==> config.mk <==
export PLATFORM = sky130hd
export DESIGN_NAME = fcpu_rob
export DESIGN_NICKNAME = d
export VERILOG_FILES = /design/src/rtl/fcpu_rob.sv
export SDC_FILE = /design/constraint.sdc
export NUM_CORES = 1
export LEC_CHECK = 0
export ABC_AREA = 1
export CORE_ASPECT_RATIO = 0.7
export CORE_MARGIN = 5
export CORE_UTILIZATION = 38
export DETAILED_ROUTE_END_ITERATION = 12
export GPL_TIMING_DRIVEN = 0
export HOLD_SLACK_MARGIN = 0.1
export PLACE_DENSITY = 0.6
export SLEW_MARGIN = 30
export SYNTH_ARGS = -nofsm -noshare
export SYNTH_HDL_FRONTEND = slang
export SYNTH_SLANG_ARGS = --single-unit
==> constraint.sdc <==
create_clock -name clk -period 38.6 [get_ports clk]
set_clock_uncertainty 0.2 [all_clocks]
set_input_delay 5.79 -clock clk [delete_from_list [all_inputs] [get_ports clk]]
set_output_delay 5.79 -clock clk [all_outputs]
set_load 0.01 [all_outputs]
==> src/rtl/fcpu_rob.sv <==
// Reorder buffer: in-order allocate, CDB result capture, in-order commit.
// Optional macro FCPU_ROB_BYPASS_EN forwards a CDB hit on the head entry straight to commit.
module fcpu_rob #(
  parameter int N_ROB_W    = 4,
  parameter int DATA_W     = 32,
  parameter int REG_ADDR_W = 5,
  parameter int RSV_ID_W   = 5
) (
  input  logic                         clk,
  input  logic                         rst,
  input  logic                         flush,
  input  logic                         alloc_valid,
  output logic                         alloc_ready,
  input  logic [2:0]                   alloc_type,
  input  logic [REG_ADDR_W-1:0]        alloc_dst_reg,
  output logic [N_ROB_W-1:0]           alloc_tag,
  input  logic                         cdb_valid,
  input  logic [RSV_ID_W+DATA_W-1:0]   cdb,
  output logic                         commit_valid,
  input  logic                         commit_ready,
  output logic [2:0]                   commit_type,
  output logic [REG_ADDR_W-1:0]        commit_dst_reg,
  output logic [DATA_W-1:0]            commit_data,
  output logic [N_ROB_W-1:0]           commit_tag,
  output logic [N_ROB_W:0]             count,
  output logic                         empty
);
  localparam int N = 1 << N_ROB_W;

  logic [N_ROB_W:0]      head_q, head_d, tail_q, tail_d;
  logic                  valid_q [N];
  logic                  valid_d [N];
  logic                  done_q  [N];
  logic                  done_d  [N];
  logic [2:0]            type_q  [N];
  logic [2:0]            type_d  [N];
  logic [REG_ADDR_W-1:0] dst_q   [N];
  logic [REG_ADDR_W-1:0] dst_d   [N];
  logic [DATA_W-1:0]     data_q  [N];
  logic [DATA_W-1:0]     data_d  [N];

  logic [N_ROB_W-1:0] head_idx, tail_idx, cdb_idx;
  logic [DATA_W-1:0]  cdb_data;
  logic               full, bypass_hit, alloc_fire, cdb_fire, commit_fire;

  assign head_idx = head_q[N_ROB_W-1:0];
  assign tail_idx = tail_q[N_ROB_W-1:0];
  assign cdb_idx  = cdb[DATA_W +: N_ROB_W];
  assign cdb_data = cdb[DATA_W-1:0];

  // Tag bits above the entry index carry no meaning inside the buffer.
  generate
    if (RSV_ID_W > N_ROB_W) begin : g_tag_hi
      logic [RSV_ID_W-N_ROB_W-1:0] cdb_tag_unused;
      assign cdb_tag_unused = cdb[RSV_ID_W+DATA_W-1:N_ROB_W+DATA_W];
    end
  endgenerate

  assign full = (head_idx == tail_idx) && (head_q[N_ROB_W] != tail_q[N_ROB_W]);

`ifdef FCPU_ROB_BYPASS_EN
  assign bypass_hit = cdb_valid && !flush && (cdb_idx == head_idx) &&
                      valid_q[head_idx] && !done_q[head_idx];
`else
  assign bypass_hit = 1'b0;
`endif

  assign commit_valid   = valid_q[head_idx] && (done_q[head_idx] || bypass_hit);
  assign commit_data    = bypass_hit ? cdb_data : data_q[head_idx];
  assign commit_type    = type_q[head_idx];
  assign commit_dst_reg = dst_q[head_idx];
  assign commit_tag     = head_idx;

  assign alloc_ready = !full;
  assign alloc_tag   = tail_idx;
  assign count       = tail_q - head_q;
  assign empty       = (head_q == tail_q);

  assign alloc_fire  = alloc_valid && !full && !flush;
  assign cdb_fire    = cdb_valid && !flush && valid_q[cdb_idx] && !done_q[cdb_idx];
  assign commit_fire = commit_valid && commit_ready && !flush;

  always_comb begin
    head_d = head_q;
    tail_d = tail_q;
    if (flush) begin
      head_d = '0;
      tail_d = '0;
    end else begin
      if (commit_fire) head_d = head_q + 1'b1;
      if (alloc_fire)  tail_d = tail_q + 1'b1;
    end
  end

  always_ff @(posedge clk or posedge rst) begin
    if (rst) begin
      head_q <= '0;
      tail_q <= '0;
    end else begin
      head_q <= head_d;
      tail_q <= tail_d;
    end
  end

  genvar gi;
  generate
    for (gi = 0; gi < N; gi++) begin : g_entry
      always_comb begin
        valid_d[gi] = valid_q[gi];
        done_d[gi]  = done_q[gi];
        type_d[gi]  = type_q[gi];
        dst_d[gi]   = dst_q[gi];
        data_d[gi]  = data_q[gi];
        if (flush) begin
          valid_d[gi] = 1'b0;
          done_d[gi]  = 1'b0;
        end else if (alloc_fire && (tail_idx == N_ROB_W'(gi))) begin
          valid_d[gi] = 1'b1;
          done_d[gi]  = 1'b0;
          type_d[gi]  = alloc_type;
          dst_d[gi]   = alloc_dst_reg;
          data_d[gi]  = '0;
        end else begin
          if (cdb_fire && (cdb_idx == N_ROB_W'(gi))) begin
            done_d[gi] = 1'b1;
            data_d[gi] = cdb_data;
          end
          // A bypassed commit also lands here; clearing done keeps the slot clean.
          if (commit_fire && (head_idx == N_ROB_W'(gi))) begin
            valid_d[gi] = 1'b0;
            done_d[gi]  = 1'b0;
          end
        end
      end

      always_ff @(posedge clk or posedge rst) begin
        if (rst) begin
          valid_q[gi] <= 1'b0;
          done_q[gi]  <= 1'b0;
          type_q[gi]  <= '0;
          dst_q[gi]   <= '0;
          data_q[gi]  <= '0;
        end else begin
          valid_q[gi] <= valid_d[gi];
          done_q[gi]  <= done_d[gi];
          type_q[gi]  <= type_d[gi];
          dst_q[gi]   <= dst_d[gi];
          data_q[gi]  <= data_d[gi];
        end
      end
    end
  endgenerate

endmodule

==> impl_metrics.csv <==
group,metric,value,unit
grt,grt_use_total,0.2903,
floorplan,die_area,0.1058,mm2
logic_synthesis,async_flop_share,1.000,
logic_synthesis,syn_inst,5468,
sta,worst_pin_slew,1.075,ns
sta,period_needed,11.16,ns
clocking,clock-sinks,682,
layout,final_nets,5686,
placed_design,place_congestion,0.9574,
logic_synthesis,yosysMostFrequentCell,"nand2_1",
worst_setup_path,cp_common_cell,"buf_2",
placed_design,dp_hpwl,118200,um
power_and_ir_drop,peakVddDrop,28.52,uV
floorplan,initial_core_util,0.3842,
logic_synthesis,syn_area,0.03775,mm2
floorplan,rows,96,
power_and_ir_drop,seq_power_share,0.462,
flow_run,maxCapViolCount,0,
floorplan,io_pins,107,
route,drtIter0Drc,5459,
clocking,h-tree-depth,3,
placed_design,portBuffers,71,
worst_setup_path,crit_required,32.61,ns
logic_synthesis,netlist_top_cells_area,"dfrtp_1 45%, nand2_1 20%, nand3_1 7.3%, inv_1 6.2%, o21ai_0 5.9%",
logic_synthesis,ys_seq_area_frac,0.4521,
clocking,numCtsBuffers,71,
route,vias,38360,
logic_synthesis,synth_top_area_frac,0.4521,
logic_synthesis,synth_edf_count,0,
worst_setup_path,cp_slowest_cell,"clkbuf_1",
worst_setup_path,endpoint_kind,"output pin",
grt,antenna_found_initial,7,
sta,fin_tns_setup,0,ns
route,firstDrtPassIters,9,
worst_setup_path,crit_chain,"buf_2, clkinv_1, buf_2, clkbuf_2, clkbuf_1, o21ai_0, o22ai_1, nand2_1, nand4_1, clkdlybuf4s50_1",
clocking,clkLatencyLatePin,0.64,ns
sta,rsz0062_at_grt,"false",
sta,fin_crit_sh,0.2892,
floorplan,dieWidth,386.7,um
logic_synthesis,syn-num-nets,5532,
power_and_ir_drop,p_int,1.287,mW
worst_setup_path,cp.arrival,5.17,ns
min_path,holdPathStages,2,
route,routed_wl,158300,um
worst_setup_path,crit_type,"flip-flop to output pin",
logic_synthesis,synthFlopType,"dfrtp_1",
logic_synthesis,yosys.area.top_type,"dfrtp_1",
worst_setup_path,reg2reg_depth,16,
min_path,hold_path_class,"flip-flop to flip-flop",
sta,relSlewSlack,0.2833,
grt,grt_first_pass_wirelength,231100,um
status,outcome,"complete, no violations",
route,via_per_inst,5.483,
grt,grt_max_degree,89,
power_and_ir_drop,switchingPower,494.6,uW
sta,finalSetupViolCount,0,
clocking,clkSlewWorstSetupHoldPaths,0.06,ns
logic_synthesis,synth-seq-cells,682,
clocking,clockBufferDepth,3,
layout,fin_area,0.04275,mm2
route,drc,0,
route,routedWlPerCell,22.63,um
floorplan,coreArea,0.09825,mm2
clocking,hold_buffers,0,
power_and_ir_drop,combinationalPowerShare,0.128,
worst_setup_path,r2r_slack,32.82,ns
logic_synthesis,synth_commonest_cells,"2,001 x nand2_1, 682 x dfrtp_1, 624 x inv_1",
clocking,root_buffer,"clkbuf_16",
sta,slew_violations,0,
clocking,cts_tree,"built",
floorplan,die_h,273.7,um
power_and_ir_drop,p_leak,24.71,nW
layout,drive_gt1_frac,0.05801,
sta,clock.fmax,89.58,MHz
power_and_ir_drop,p_sw_frac,0.2777,
power_and_ir_drop,p_clk_frac,0.410,
clocking,post-cts-setup-buffers,0,
logic_synthesis,syn_avg_cell_area,6.904,um2
route,ant_nets,0,
worst_setup_path,critPathMaxStageDelay,0.83,ns
power_and_ir_drop,powerDensity,41.66,mW/mm2
layout,syn_to_final_growth,13.26,%
placed_design,placed_area,0.04040,mm2
grt,gr-total-overflow,0,
sta,finalHoldViolations,0,
grt,grt_pass1_vias,33700,
logic_synthesis,yosysWarnings,0,
worst_setup_path,cp-start-kind,"flip-flop",
logic_synthesis,yosysUniqueCellTypes,32,
clocking,cts_resized,0,
worst_setup_path,path_max_fanout,12,
## cell usage in the layout (no fill, tap or decap), types with 28 or more instances in the layout
master	count
nand2_1	2001
dfrtp_1	682
inv_1	623
nand3_1	551
o21ai_0	442
nor2_1	400
clkbuf_1	269
o22ai_1	154
buf_2	102
clkbuf_16	75
clkdlybuf4s50_1	71
nand4_1	57
a21oi_1	37
buf_1	28
## routing by layer
| layer | track usage | part of all wire | up-vias |
|---|---|---|---|
| met4 | 0.1091 | 0.042 | 6 |
| met1 | 0.4456 | 0.44 | 18440 |
| met2 | 0.3957 | 0.39 | 2330 |
| li1 | - | - | 17270 |
| met3 | 0.06086 | 0.12 | 315 |
| met5 | 0 | 0.00016 | - |
## power groups by stage
stage	combinational [mW]	sequential, mW	clock (mW)
floorplan	0.145	0.825	0
global placement	0.222	0.835	0
detailed placement	0.228	0.834	0
CTS	0.229	0.822	0.731
global route	0.255	0.830	0.759
finish	0.228	0.823	0.730
## layout make-up
class,instances,area (um2)
well taps,1323,1655
inverters,629,2369
clock inverters,13,176.4
flip-flops and latches,682,17070
repair buffers,81,969.7
fillers,10320,55500
clock buffers,109,2175
plain buffers,444,2115
multi-input cells,3713,16220
diodes,2,5.005
## state kept, by name, summed over array words and instances (netlist names)
signal	count
head_q	5
done_q	16
data_q	512
valid_q	16
type_q	48
dst_q	80
tail_q	5
## cells by family after synthesis
group	count (synthesis)	synth area share
simple gates	3057	0.3338
buf+inv	1073	0.1183
flops	682	0.4521
compound gates	634	0.08916
fa+ha+maj	13	0.004508
xor+xnor	7	0.001624
mux	2	0.0005966
## critical path, delay by kind of cell (launching register included)
kind | cells | cell delay, ns
compound gates | 2 | 0.90
simple gates | 2 | 0.33
buf+inv | 6 | 2.76
flops | 1 | 0.51
## final timing paths
kind,from,end
max in group asynchronous,rst,dst_q[43]$_DFFE_PP0P_
max,head_q[1]$_DFFE_PP0P_,commit_type[0]
min,dst_q[64]$_DFFE_PP0P_,dst_q[64]$_DFFE_PP0P_
min reg2reg,dst_q[64]$_DFFE_PP0P_,dst_q[64]$_DFFE_PP0P_
min in group asynchronous,rst,data_q[213]$_DFFE_PP0P_
max reg2reg,head_q[1]$_DFFE_PP0P_,data_q[364]$_DFFE_PP0P_
## per-stage QoR
step                      cells    util  worst slack [ns]  power [mW]  hold slack [ns]
after floorplan            5468       -             13.49      0.9701           0.2437
after global placement     6862  0.4083             3.689       1.057           0.2597
after detailed placement   6872  0.4112             28.26       1.062           0.2648
after CTS                  6994  0.4351             27.55       1.782           0.2801
after global routing       6994  0.4351             27.37       1.844           0.2909
final                      6996  0.4351             27.44       1.781           0.2766
Note: power is estimated with default switching activity, not from simulation.
